`src/rtl/riscv_pkg.sv`:
```
// Shared RISC-V core definitions: default widths, reset PC
// and the fetch-entry bundle passed from fetch to decode.
package riscv_pkg;

    localparam int XLEN_DEF = 32;
    localparam int ADDR_W_DEF = 32;
    localparam int INST_BYTES = 4;
    localparam logic [31:0] RESET_PC_DEF = 32'h0;

    typedef struct packed {
        logic [ADDR_W_DEF-1:0] pc;
        logic [XLEN_DEF-1:0]   inst;
    } fetch_entry_t;

endpackage

```
`src/rtl/riscv_fetch_fifo.sv`:
```
// Prefetch FIFO: synchronous, power-of-2 depth, flushable,
// head read straight from registered storage.
module riscv_fetch_fifo #(
    parameter int DEPTH = 4,
    parameter int WIDTH = 64
) (
    input  logic                     clk,
    input  logic                     rst,
    input  logic                     flush,
    input  logic                     push,
    input  logic                     pop,
    input  logic [WIDTH-1:0]         data,
    output logic [WIDTH-1:0]         head,
    output logic [$clog2(DEPTH):0]   count
);

    localparam int AW = $clog2(DEPTH);
    localparam logic [AW:0] FULL = (AW + 1)'(DEPTH);
    localparam logic [AW:0] C_ONE = (AW + 1)'(1);
    localparam logic [AW-1:0] P_ONE = AW'(1);

    logic [WIDTH-1:0] mem [DEPTH];
    logic [AW-1:0]    wr_ptr;
    logic [AW-1:0]    rd_ptr;
    logic             do_push;
    logic             do_pop;

    assign do_pop  = pop && (count != '0);
    assign do_push = push && ((count != FULL) || do_pop);
    assign head    = mem[rd_ptr];

    always_ff @(posedge clk) begin
        if (rst) begin
            wr_ptr <= '0;
            rd_ptr <= '0;
            count  <= '0;
            // cleared so the head reads 0 out of reset
            for (int i = 0; i < DEPTH; i++) begin
                mem[i] <= '0;
            end
        end else if (flush) begin
            wr_ptr <= '0;
            rd_ptr <= '0;
            count  <= '0;
        end else begin
            if (do_push) begin
                mem[wr_ptr] <= data;
                wr_ptr      <= wr_ptr + P_ONE;
            end
            if (do_pop) begin
                rd_ptr <= rd_ptr + P_ONE;
            end
            if (do_push && !do_pop) begin
                count <= count + C_ONE;
            end else if (!do_push && do_pop) begin
                count <= count - C_ONE;
            end
        end
    end

endmodule

```
`src/rtl/riscv_fetch_unit.sv`:
```
// Instruction fetch front end: pipelined inst_mem requests,
// prefetch buffering and redirect with stale-response discard.
module riscv_fetch_unit
    import riscv_pkg::*;
#(
    parameter int XLEN = XLEN_DEF,
    parameter int ADDR_W = ADDR_W_DEF,
    parameter int FIFO_DEPTH = 4,
    parameter int MAX_OUTST = 2,
    parameter logic [ADDR_W-1:0] RESET_PC = ADDR_W'(RESET_PC_DEF)
) (
    input  logic              clk,
    input  logic              rst,
    output logic              inst_ce_o,
    output logic [ADDR_W-1:0] inst_addr_o,
    input  logic              inst_req_rdy_i,
    input  logic              inst_valid_i,
    input  logic [XLEN-1:0]   inst_i,
    input  logic              redirect_i,
    input  logic [ADDR_W-1:0] redirect_pc_i,
    output logic              valid_o,
    input  logic              ready_i,
    output logic [ADDR_W-1:0] pc_o,
    output logic [XLEN-1:0]   inst_o
);

    localparam int CW = $clog2(FIFO_DEPTH) + 1;
    localparam int OW = $clog2(MAX_OUTST + 1);
    localparam int SW = CW + 1;
    localparam int EW = ADDR_W + XLEN;
    localparam logic [OW-1:0] OUT_MAX = OW'(MAX_OUTST);
    localparam logic [OW-1:0] O_ONE = OW'(1);
    localparam logic [SW-1:0] DEPTH_S = SW'(FIFO_DEPTH);
    localparam logic [ADDR_W-1:0] STEP = ADDR_W'(INST_BYTES);
    localparam logic [ADDR_W-1:0] ALIGN = ~ADDR_W'(3);

    logic [ADDR_W-1:0] fetch_pc;
    logic [ADDR_W-1:0] resp_pc;
    logic [ADDR_W-1:0] target;
    logic [OW-1:0]     outst;
    logic [OW-1:0]     outst_next;
    logic [OW-1:0]     discard;
    logic [CW-1:0]     fifo_count;
    logic [EW-1:0]     head;
    logic              ce;
    logic              accept;
    logic              resp;
    logic              push;
    logic              pop;

    // each in-flight request reserves a FIFO slot
    assign ce = !rst && !redirect_i && (outst < OUT_MAX)
        && ((SW'(fifo_count) + SW'(outst)) < DEPTH_S);

    assign accept = ce && inst_req_rdy_i;
    assign resp   = inst_valid_i && (outst != '0);
    assign push   = resp && (discard == '0) && !redirect_i;
    assign target = redirect_pc_i & ALIGN;

    assign valid_o = !rst && (fifo_count != '0) && !redirect_i;
    assign pop     = valid_o && ready_i;

    assign inst_ce_o   = ce;
    assign inst_addr_o = fetch_pc;
    assign pc_o   = rst ? '0 : head[EW-1:XLEN];
    assign inst_o = rst ? '0 : head[XLEN-1:0];

    always_comb begin
        outst_next = outst;
        if (accept && !resp) begin
            outst_next = outst + O_ONE;
        end else if (!accept && resp) begin
            outst_next = outst - O_ONE;
        end
    end

    always_ff @(posedge clk) begin
        if (rst) begin
            fetch_pc <= RESET_PC;
            resp_pc  <= RESET_PC;
            outst    <= '0;
            discard  <= '0;
        end else begin
            outst <= outst_next;
            if (redirect_i) begin
                fetch_pc <= target;
                resp_pc  <= target;
                discard  <= outst_next;
            end else begin
                if (accept) begin
                    fetch_pc <= fetch_pc + STEP;
                end
                if (push) begin
                    resp_pc <= resp_pc + STEP;
                end
                if (resp && (discard != '0)) begin
                    discard <= discard - O_ONE;
                end
            end
        end
    end

    riscv_fetch_fifo #(
        .DEPTH (FIFO_DEPTH),
        .WIDTH (EW)
    ) u_fifo (
        .clk   (clk),
        .rst   (rst),
        .flush (redirect_i),
        .push  (push),
        .pop   (pop),
        .data  ({resp_pc, inst_i}),
        .head  (head),
        .count (fifo_count)
    );

    a_resp_in_flight: assert property (
        @(posedge clk) disable iff (rst)
        inst_valid_i |-> (outst != '0)
    );

endmodule

```
`config.mk`:
```
export PLATFORM = sky130hd
export DESIGN_NAME = riscv_fetch_unit
export DESIGN_NICKNAME = d
export VERILOG_FILES = /design/src/rtl/riscv_pkg.sv /design/src/rtl/riscv_fetch_fifo.sv /design/src/rtl/riscv_fetch_unit.sv
export SDC_FILE = /design/constraint.sdc
export NUM_CORES = 1
export LEC_CHECK = 0
export BUFFER_PORTS_ARGS = -buffer_cell sky130_fd_sc_hd__buf_4
export CAP_MARGIN = 20
export CORE_MARGIN = 5
export CORE_UTILIZATION = 55
export CTS_CLUSTER_SIZE = 30
export DETAILED_ROUTE_END_ITERATION = 16
export HOLD_SLACK_MARGIN = 0.02
export PLACE_DENSITY = 0.74
export SYNTH_ARGS = -nofsm -noshare
export SYNTH_HDL_FRONTEND = slang
export SYNTH_HIERARCHICAL = 1
export SYNTH_SLANG_ARGS = --single-unit
export TNS_END_PERCENT = 5
```
`constraint.sdc`:
```
create_clock -name clk -period 9.7 [get_ports clk]
set_clock_uncertainty 0.2 [all_clocks]
set_input_delay 1.94 -clock clk [delete_from_list [all_inputs] [get_ports clk]]
set_output_delay 1.94 -clock clk [all_outputs]
set_load 0.05 [all_outputs]
```
==> results by group, run 1 <==
Status
  – Status: complete, no violations

Synthesis
  – Mapped Area: roughly 15000 sq um
  – Synth cell count leaders: and2_1, edfxtp_1, dfxtp_1, nor2b_1, mux4_2
  – Main synth FF type: edfxtp_1
  – Yosys reg bits: between 300 and 400
  – Cell taking the most area after synthesis: edfxtp_1
  – Compound-Gate Fraction of Synth Area: 0.0505
  – Yosys Warn Count: 6
  – Top cell type's share of synthesized area: 0.497
  – Mux cell area share after synthesis: 0.0953
  – Adder-cell area share of the yosys netlist: 0.00615
  – XOR/XNOR Fraction of Synth Area: 0.0278
  – Top-count cell post-synth: and2_1
  – Post-synthesis sequential area ratio: 0.592
  – Area share of and/or/nand/nor cells after synthesis: 0.204
  – Synth area leaders: edfxtp_1, and2_1, dfxtp_1
  – Largest family of logic cells by synthesized area: simple AND/OR/NAND/NOR gates
  – Post-synthesis average cell area: between 10 and 15 sq um
  – EDFF count, synth: between 200 and 300
  – Unique masters post-synth: 67
  – Syn Inst Count: about 1200
  – FFs w/ async S/R, synth: 0

Critical path
  – Slowest Stage Delay on Critical Path: between 600 and 700 ps
  – CP Launch Type: input port
  – Critical R2R Launch: outst[1]
  – Crit path buf inv count: 3
  – Crit-path slowest cell: buf_4
  – Worst reg-to-reg path cell count: 8
  – Top delay family on crit path: buffers and inverters
  – Critical path depth: 4
  – CP startpoint: rst
  – WP data required: between 7000 and 8000 ps
  – CP endpoint kind: primary output
  – CP most frequent cell: buf_4
  – Largest fanout on the critical path: slightly above 60
  – CP arrival: 3450 ps
  – Kind of critical path: input port to primary output
  – CP cell instances: buf_4, buf_4, nor4_1, buf_4

Timing
  – Fin Hold WS: 332 ps
  – Max Slew Vio Count: 0
  – Setup Viol. Count Final: 0
  – Max_slew headroom: 0.299
  – Fmax: around 0.18 GHz
  – Final worst-path cycle share: 0.576
  – Crit path time final: between 5000 and 6000 ps
  – Final Hold Fails: 0
  – Actual slew at the worst max-slew pin: about 1100 ps
  – Unrepaired setup endpoints after global routing: false
  – Setup TNS: 0 ps

Floorplanning
  – Ports: approximately 170
  – Row count: between 60 and 70
  – Effective utilization at floorplan: 0.556
  – Die height: between 150 and 200 microns
  – Die X: around 180 microns
  – Full die area: ~32000 sq um
  – Core box area: ~28000 sq um

Clocking
  – Reg clk slew, reported paths: ~50 ps
  – H-tree depth: 2
  – Total CTS buffers: 35
  – Worst-skew pair later-pin latency: roughly 500 ps
  – Post-CTS Hold Buffers: 0
  – # clock sinks: roughly 330
  – Post-CTS Setup Repair Bufs: 0
  – Root buf cell: clkbuf_16
  – Cts repair resizes: 0
  – CTS Buffer Depth: 3
  – CTS tree: built

Cells and area
  – Layout overhead on the synthesized area: 16.9%
  – Nets: 1400
  – Layout cells sized above 1: 0.226
  – Non-filler instance count after layout: ~1700
  – Fill count: approximately 2200
  – Antenna diodes: 0

Hold path
  – Worst hold path class: flip-flop to flip-flop
  – Worst Hold Launch: u_fifo/rd_ptr[0]
  – Number of cells on the worst hold path: 2

Routing
  – Vias: about 9800
  – Post-route ant nets: 0
  – Vias/cell: between 5 and 6
  – DRT Pass-1 Iters: 5
  – Drt wl/cell: around 20 microns
  – # DRC: 0
  – Drt total wl: 34.0 mm
  – First DRT Iteration DRCs: 656

Power
  – PwrDens: between 150 and 200 nW/um^2
  – Lkg Pwr: 0.00663 uW
  – Max VDD drop: 0.000107 V
  – Pwr Total: 3200 uW

Placement
  – DP Cell Count: 1663
  – Half-perimeter wire length after placement: between 20 and 25 mm
  – Routability cong.: approximately 0.9
  – Port bufs: between 150 and 200

Global routing
  – GR Util All Layers: 0.217
  – Vias in the first global route: about 10000
  – Largest net degree at the start of global routing: 67
  – First-pass GRT wire length: between 50 and 60 mm
  – GRT overflow: 0
  – Initial antenna violation count: 0

Job
  – MaxCap Viol Count: 0
-- final timing paths --
check,slack [ps],to
max,4110,inst_ce_o
min,330,u_fifo/rd_ptr[0]
max reg2reg,5640,u_fifo/mem[1][55]
min reg2reg,330,u_fifo/rd_ptr[0]
-- worst min-delay path, cell delays in order, from the launching register on --
cell     delay (ps)
dfxtp_1         340
xor2_1           90
nor2_1           70
-- metrics by stage --
| step | instance area (sq um) | utilization | worst slack, ps |
|---|---|---|---|
| 6_report | 18100 | 0.650 | 4110 |
| 5_1_grt | 18100 | 0.650 | 3980 |
| 4_1_cts | 18000 | 0.649 | 4070 |
| 3_5_place_dp | 17000 | 0.613 | 4030 |
| 3_3_place_gp | 17000 | 0.612 | 4040 |
| 2_1_floorplan | 15500 | - | 3670 |
-- final cells by class --
type | instances | area [sq um] | share of cell area
clock buffer | 45 | 935 | 0.0518
multi-input combinational | 765 | 6020 | 0.333
timing repair buffer | 177 | 1350 | 0.0745
clock inverter | 16 | 78.8 | 0.00436
sequential | 329 | 9150 | 0.507
inverter | 15 | 56.3 | 0.00312
tap | 378 | 473 | 0.0262
-- sequential cells by signal (all words and copies together) (netlist names), named ones only --
name	count
outst	2
u_fifo/rd_ptr	2
u_fifo/count	3
discard	2
u_fifo/wr_ptr	2
resp_pc	30
u_fifo/mem	256
inst_addr_o	30
-- power breakdown --
part	switching, uW	internal (uW)
Clock	521	681
Combinational	224	133
Sequential	50.9	1590
-- placed cells by master (no fill, tap or decap), types with 6 or more instances in the layout --
cell,instances
nor2_1,39
o21a_1,13
inv_1,13
mux4_2,64
a211oi_1,12
a21oi_1,15
and3_1,11
or3_1,8
nand4_1,20
nand3_1,26
o211ai_1,7
o21ai_0,9
clkbuf_16,36
a31oi_1,11
clkbuf_1,9
nor4_1,9
nor2b_1,68
edfxtp_1,256
nor3_1,8
buf_4,175
ha_1,6
and4_1,9
conb_1,10
dfxtp_1,71
xor2_1,25
xnor2_1,24
nand2_1,37
clkinv_1,10
a21boi_0,21
and2_1,258
-- metal layers --
layer  routed length [microns]  up-vias  track usage
met5                         0        -            0
met4                       615        0       0.0541
met3                      2200       43       0.0383
met2                     16500      302        0.360
met1                     14700     4849        0.300
li1                          -     4585            -
-- logic make-up (layout without fill, tap and decap cells) --
kind of cell	after synthesis	count (layout)
compound gates	111	111
xor+xnor	49	49
fa+ha+maj	7	7
buf+inv	86	253
flops	329	329
mux	67	67
other cells	1	10
simple gates	521	521
No activity file was read; power rests on OpenSTA's default activity.
==> run 2, diff against run 1 <==
==> constraint.sdc (replaced) <==
create_clock -name clk -period 5.2 [get_ports clk]
set_clock_uncertainty 0.2 [all_clocks]
set_input_delay 1.04 -clock clk [delete_from_list [all_inputs] [get_ports clk]]
set_output_delay 1.04 -clock clk [all_outputs]
set_load 0.05 [all_outputs]
==> run 2 against run 1 <==
Via count increased by 0.73%. Sequential power increased by 87%. Routed wire length increased by 1.4%. Critical endpoint is now pc_o[13]. First-iteration DRC count fell by 7.2%. Combinational power increased by 91%. Critical path depth stayed put. Highest routed layer unchanged.
==> results by group, run 2 (synthesis results as in run 1) <==
Routing
  – DRT Pass-1 Iters: 5 (unchanged)
  – Drt wl/cell: 19.9 microns (+1.1%)
  – Post-route ant nets: 0 (unchanged)
  – Vias: 9850 (+0.73%)
  – First DRT Iteration DRCs: 609 (-7.2%)
  – # DRC: 0 (unchanged)
  – Vias/cell: 5.69 (+0.38%)
  – Drt total wl: 34.5 mm (+1.4%)

Critical path
  – CP arrival: 2670 ps (-780 ps)
  – Largest fanout on the critical path: 63 (+3.3%)
  – Slowest Stage Delay on Critical Path: 720 ps (+60 ps)
  – CP endpoint kind: primary output
  – Crit-path slowest cell: buf_4
  – Critical R2R Launch: outst[1]
  – Worst reg-to-reg path cell count: 11 (+3)
  – CP cell instances: buf_4, buf_4, nor2b_1, buf_4
  – Crit path buf inv count: 3 (unchanged)
  – CP startpoint: rst
  – CP Launch Type: input port
  – CP most frequent cell: buf_4
  – Critical path depth: 4 (unchanged)
  – Top delay family on crit path: buffers and inverters
  – WP data required: 3960 ps (-3600 ps)
  – Kind of critical path: input port to primary output

Floorplanning
  – Effective utilization at floorplan: 0.556 (unchanged)
  – Ports: 168 (unchanged)
  – Full die area: 31600 sq um (unchanged)
  – Row count: 61 (unchanged)
  – Core box area: 27800 sq um (unchanged)
  – Die X: 178 microns (unchanged)
  – Die height: 178 microns (unchanged)

Clocking
  – CTS Buffer Depth: 3 (unchanged)
  – Post-CTS Setup Repair Bufs: 0 (unchanged)
  – CTS tree: built
  – Post-CTS Hold Buffers: 0 (unchanged)
  – Total CTS buffers: 35 (unchanged)
  – # clock sinks: 329 (unchanged)
  – Cts repair resizes: 0 (unchanged)
  – Root buf cell: clkbuf_16
  – Reg clk slew, reported paths: 60 ps (about the same)
  – H-tree depth: 2 (unchanged)
  – Worst-skew pair later-pin latency: 510 ps (about the same)

Power
  – Lkg Pwr: 0.00677 uW (+2.0%)
  – Pwr Total: 6320 uW (+97%)
  – Max VDD drop: 0.000220 V (+110%)
  – PwrDens: 345 nW/um^2 (+94%)

Hold path
  – Worst hold path class: flip-flop to flip-flop
  – Worst Hold Launch: discard[1]
  – Number of cells on the worst hold path: 2 (unchanged)

Timing
  – Crit path time final: 3910 ps
  – Unrepaired setup endpoints after global routing: false
  – Post-route setup slack: 1290 ps (-2830 ps)
  – Setup TNS: 0 ps (unchanged)
  – Setup Viol. Count Final: 0 (unchanged)
  – Final worst-path cycle share: 0.752
  – Fmax: 0.256 GHz
  – Max_slew headroom: 0.347 (+0.0486)
  – Final Hold Fails: 0 (unchanged)
  – Max Slew Vio Count: 0 (unchanged)
  – Fin Hold WS: 331 ps (-0.937 ps)
  – Actual slew at the worst max-slew pin: 971 ps (-81.0 ps)

Cells and area
  – Layout overhead on the synthesized area: 18.6%
  – Antenna diodes: 0 (unchanged)
  – Layout cells sized above 1: 0.234 (+0.00861)
  – Nets: 1408 (+0.57%)
  – Largest Register: u_fifo/mem
  – Most frequent cells in the layout: and2_1, edfxtp_1, buf_4
  – Commonest non-fill, non-tap cell in the layout: and2_1
  – Max FFs per register: 256 (unchanged)

Global routing
  – GR Util All Layers: 0.221 (+0.00438)
  – Initial antenna violation count: 0 (unchanged)
  – Largest net degree at the start of global routing: 66 (-1.5%)
  – Vias in the first global route: 10026 (+0.25%)
  – GRT overflow: 0 (unchanged)
  – First-pass GRT wire length: 54.9 mm (+2.4%)

Status
  – Status: complete, no violations

Placement
  – Pre-CTS WS: 955 ps (-3080 ps)
  – Routability cong.: 0.871 (-0.51%)
  – Port bufs: 163 (unchanged)
  – Half-perimeter wire length after placement: 21.6 mm (+6.2%)

Job
  – MaxCap Viol Count: 0 (unchanged)
## run 2: cell types whose count changed in the layout (fill, tap and decap cells not counted)
cell,before,now
clkinv_1,10,3
bufinv_16,0,6
buf_12,0,5
buf_4,175,179
clkinv_2,5,3
buf_16,1,0
clkbuf_16,36,37
clkinv_4,0,1
inv_6,1,0
## run 2: cell type report
class | count | area, sq um
Sequential cell | 329 | 9150
Tap cell | 378 | 473
Fill cell | 2108 | 9450
Inverter | 15 | 56.3
Timing Repair Buffer | 185 | 1450
Clock inverter | 13 | 223
Multi-Input combinational cell | 765 | 6020
Clock buffer | 46 | 960
## run 2: stage by stage
stage,area (sq um),util,instances
global route,18300,0.660,1731
floorplan,15500,-,1180
detailed placement,17100,0.617,1672
CTS,18300,0.660,1731
global placement,17100,0.617,1671
finish,18300,0.660,1731
## run 2: worst paths after layout
kind | to | slack (ps)
setup / recovery | pc_o[13] | 1290
hold / removal | discard[1] | 330
setup reg to reg | u_fifo/count[2] | 1750
hold reg to reg | discard[1] | 330
## run 2: worst min-delay path: stages, from the launching register on
cell and delay, ps:
dfxtp_1 320, o211ai_1 100, o21ai_0 80
## run 2: routing by layer
metal | GRT usage | wire (microns) | vias to the layer above | part of all wire
met1 | 0.306 | 14500 | 4900 | 0.42
met5 | 0 | 0 | - | 0
met3 | 0.0418 | 2290 | 41 | 0.066
li1 | - | - | 4601 | -
met2 | 0.368 | 17100 | 308 | 0.49
met4 | 0.0490 | 596 | 0 | 0.017
## run 2: power by group
group          leakage, uW  internal [uW]  switching [uW]
Combinational      0.00294            258             423
Clock             0.000576           1600             979
Sequential         0.00325           2970            94.7
==> run 3, diff against run 2 <==
==> constraint.sdc (replaced) <==
create_clock -name clk -period 3.8 [get_ports clk]
set_clock_uncertainty 0.2 [all_clocks]
set_input_delay 0.76 -clock clk [delete_from_list [all_inputs] [get_ports clk]]
set_output_delay 0.76 -clock clk [all_outputs]
set_load 0.05 [all_outputs]
==> run 3 against run 2 <==
Global-route usage is 0.18 points lower. Cell area is 0.51% higher. Count of clock-buffer cells in the layout stayed put. Core utilization is 0.34 points higher. Sequential power is 37% higher. Setup slack worse by 880 ps. Via count is 0.17% higher. Combinational power is 39% higher. Critical path depth stayed put. Clock power is 26% higher. Register-to-register slack worse by 930 ps. Routed wire length is 0.65% lower. Largest cell class unchanged.
==> results by group, run 3 (synthesis results as in run 1) <==
Status
  – Status: complete, no violations

Cells and area
  – Core Util, Final: 0.663 (+0.00338)
  – Non-filler instance count after layout: 1743 (+0.69%)
  – Max FFs per register: 256 (unchanged)
  – Antenna diodes: 0 (unchanged)
  – Most frequent cells in the layout: and2_1, edfxtp_1, buf_4
  – Largest Register: u_fifo/mem
  – Nets: 1418 (+0.71%)
  – Layout overhead on the synthesized area: 19.2%
  – Layout cells sized above 1: 0.237 (+0.00307)
  – Fin area: 18400 sq um (+0.51%)
  – Commonest non-fill, non-tap cell in the layout: and2_1

Placement
  – Placed standard-cell area: 17300 sq um (+1.1%)
  – Port bufs: 163 (unchanged)
  – DP Cell Count: 1683 (+0.66%)
  – Half-perimeter wire length after placement: 21.3 mm (-1.1%)
  – Routability cong.: 0.889 (+2.0%)
  – Pre-CTS WS: 405 ps (-549 ps)

Floorplanning
  – Die X: 178 microns (unchanged)
  – Ports: 168 (unchanged)
  – Full die area: 31600 sq um (unchanged)
  – Die height: 178 microns (unchanged)
  – Row count: 61 (unchanged)
  – Core box area: 27800 sq um (unchanged)
  – Effective utilization at floorplan: 0.556 (unchanged)

Power
  – Net switching power figure: 2030 uW (+36%)
  – Clock power frac: 0.387 (-0.021)
  – Sw frac: 0.242 (+0.00526)
  – Max VDD drop: 0.000357 V (+62%)
  – Combinational fraction of design power: 0.113 (+0.005)
  – Cell Int Power: 6360 uW (+32%)
  – PwrDens: 455 nW/um^2 (+32%)
  – Reg power frac: 0.500 (+0.015)
  – Lkg Pwr: 0.00680 uW (+0.48%)

Timing
  – Actual slew at the worst max-slew pin: 1090 ps (+120 ps)
  – Unrepaired setup endpoints after global routing: false
  – Max Slew Vio Count: 0 (unchanged)
  – Crit path time final: 3390 ps
  – Max_slew headroom: 0.273 (-0.0747)
  – Final worst-path cycle share: 0.892
  – Post-route setup slack: 412 ps (-876 ps)
  – Fmax: 0.295 GHz
  – Final Hold Fails: 0 (unchanged)
  – Setup Viol. Count Final: 0 (unchanged)

Clocking
  – Total CTS buffers: 34 (-2.9%)
  – H-tree depth: 2 (unchanged)
  – CTS tree: built
  – Post-CTS Setup Repair Bufs: 0 (unchanged)
  – Reg clk slew, reported paths: 60 ps (about the same)
  – Cts repair resizes: 0 (unchanged)
  – Post-CTS Hold Buffers: 0 (unchanged)
  – Worst-skew pair later-pin latency: 510 ps (about the same)
  – CTS Buffer Depth: 3 (unchanged)
  – Root buf cell: clkbuf_16
  – # clock sinks: 329 (unchanged)

Global routing
  – GR Util All Layers: 0.219 (-0.00176)
  – Initial antenna violation count: 0 (unchanged)
  – Largest net degree at the start of global routing: 97 (+47%)
  – Vias in the first global route: 10146 (+1.2%)
  – First-pass GRT wire length: 54.5 mm (-0.61%)
  – GRT overflow: 0 (unchanged)

Job
  – MaxCap Viol Count: 0 (unchanged)

Routing
  – DRT met1 WL: 14.7 mm (+0.86%)
  – Post-route ant nets: 0 (unchanged)
  – DR WL met3: 2.36 mm (+3.3%)
  – Vias/cell: 5.66 (-0.52%)
  – Drt total wl: 34.3 mm (-0.65%)
  – Drt wl/cell: 19.7 microns (-1.3%)
  – # DRC: 0 (unchanged)
  – DRT Pass-1 Iters: 5 (unchanged)
  – First DRT Iteration DRCs: 698 (+15%)
  – WL met2: 16.5 mm (-3.3%)
  – Max layer used: met4
  – Vias: 9867 (+0.17%)

Critical path
  – Kind of critical path: flip-flop to primary output
  – WP data required: 2840 ps (-1120 ps)
  – Largest fanout on the critical path: 43 (-32%)
  – CP endpoint kind: primary output
  – CP arrival: 2430 ps (-240 ps)
  – Worst reg-to-reg path cell count: 11 (unchanged)
  – CP Launch Type: flip-flop

Hold path
  – Number of cells on the worst hold path: 3 (+1)
  – Worst hold path class: input port to flip-flop
## run 3: changes by cell type in the layout (fill, tap and decap cells not counted), sizes merged
| cell | delta |
|---|---|
| clkinv | +5 |
| bufinv | -4 |
| inv | -1 |
| buf | +11 |
| clkinvlp | +1 |
## run 3: worst paths after layout
check / from / end / slack [ps]
hold / removal: redirect_pc_i[2] / resp_pc[2] / 320
setup reg to reg: outst[1] / u_fifo/count[2] / 820
setup / recovery: flip-flop / pc_o[13] / 410
hold reg to reg: u_fifo/wr_ptr[0] / u_fifo/wr_ptr[0] / 340
## run 3: metrics by stage
| stage | TNS, ps | hold WS [ps] | power (uW) |
|---|---|---|---|
| floorplan | -40910 | 281 | 4860 |
| global placement | 0 | 307 | 5200 |
| detailed placement | 0 | 324 | 5220 |
| CTS | 0 | 305 | 8460 |
| global route | 0 | 344 | 8710 |
| finish | 0 | 322 | 8390 |
## run 3: worst max-delay path: stages, from the launching register on
cell and delay, ps:
dfxtp_4 530, buf_12 360, mux4_2 560, nor2b_1 200
buf_4 230
## run 3: per-layer routing
metal / GRT usage / vias to the layer above
met3: 0.0390 / 48
li1: - / 4621
met1: 0.301 / 4841
met2: 0.364 / 357
met5: 0 / -
met4: 0.0603 / 0
## run 3: power by group through the flow
stage          clock (uW)  sequential, uW  combinational, uW
4_1_cts              3310            4190                956
5_1_grt              3470            4220               1020
3_5_place_dp            0            4270                952
2_1_floorplan           0            4300                555
3_3_place_gp            0            4260                940
6_report             3250            4200                948
## run 3: area by class of cell
class,instances,area (sq um)
Clock buffer,46,970
Inverter,15,56.3
Tap cell,378,473
Clock inverter,14,121
Multi-Input combinational cell,765,6020
Fill cell,2060,9360
Sequential cell,329,9150
Timing Repair Buffer,196,1630
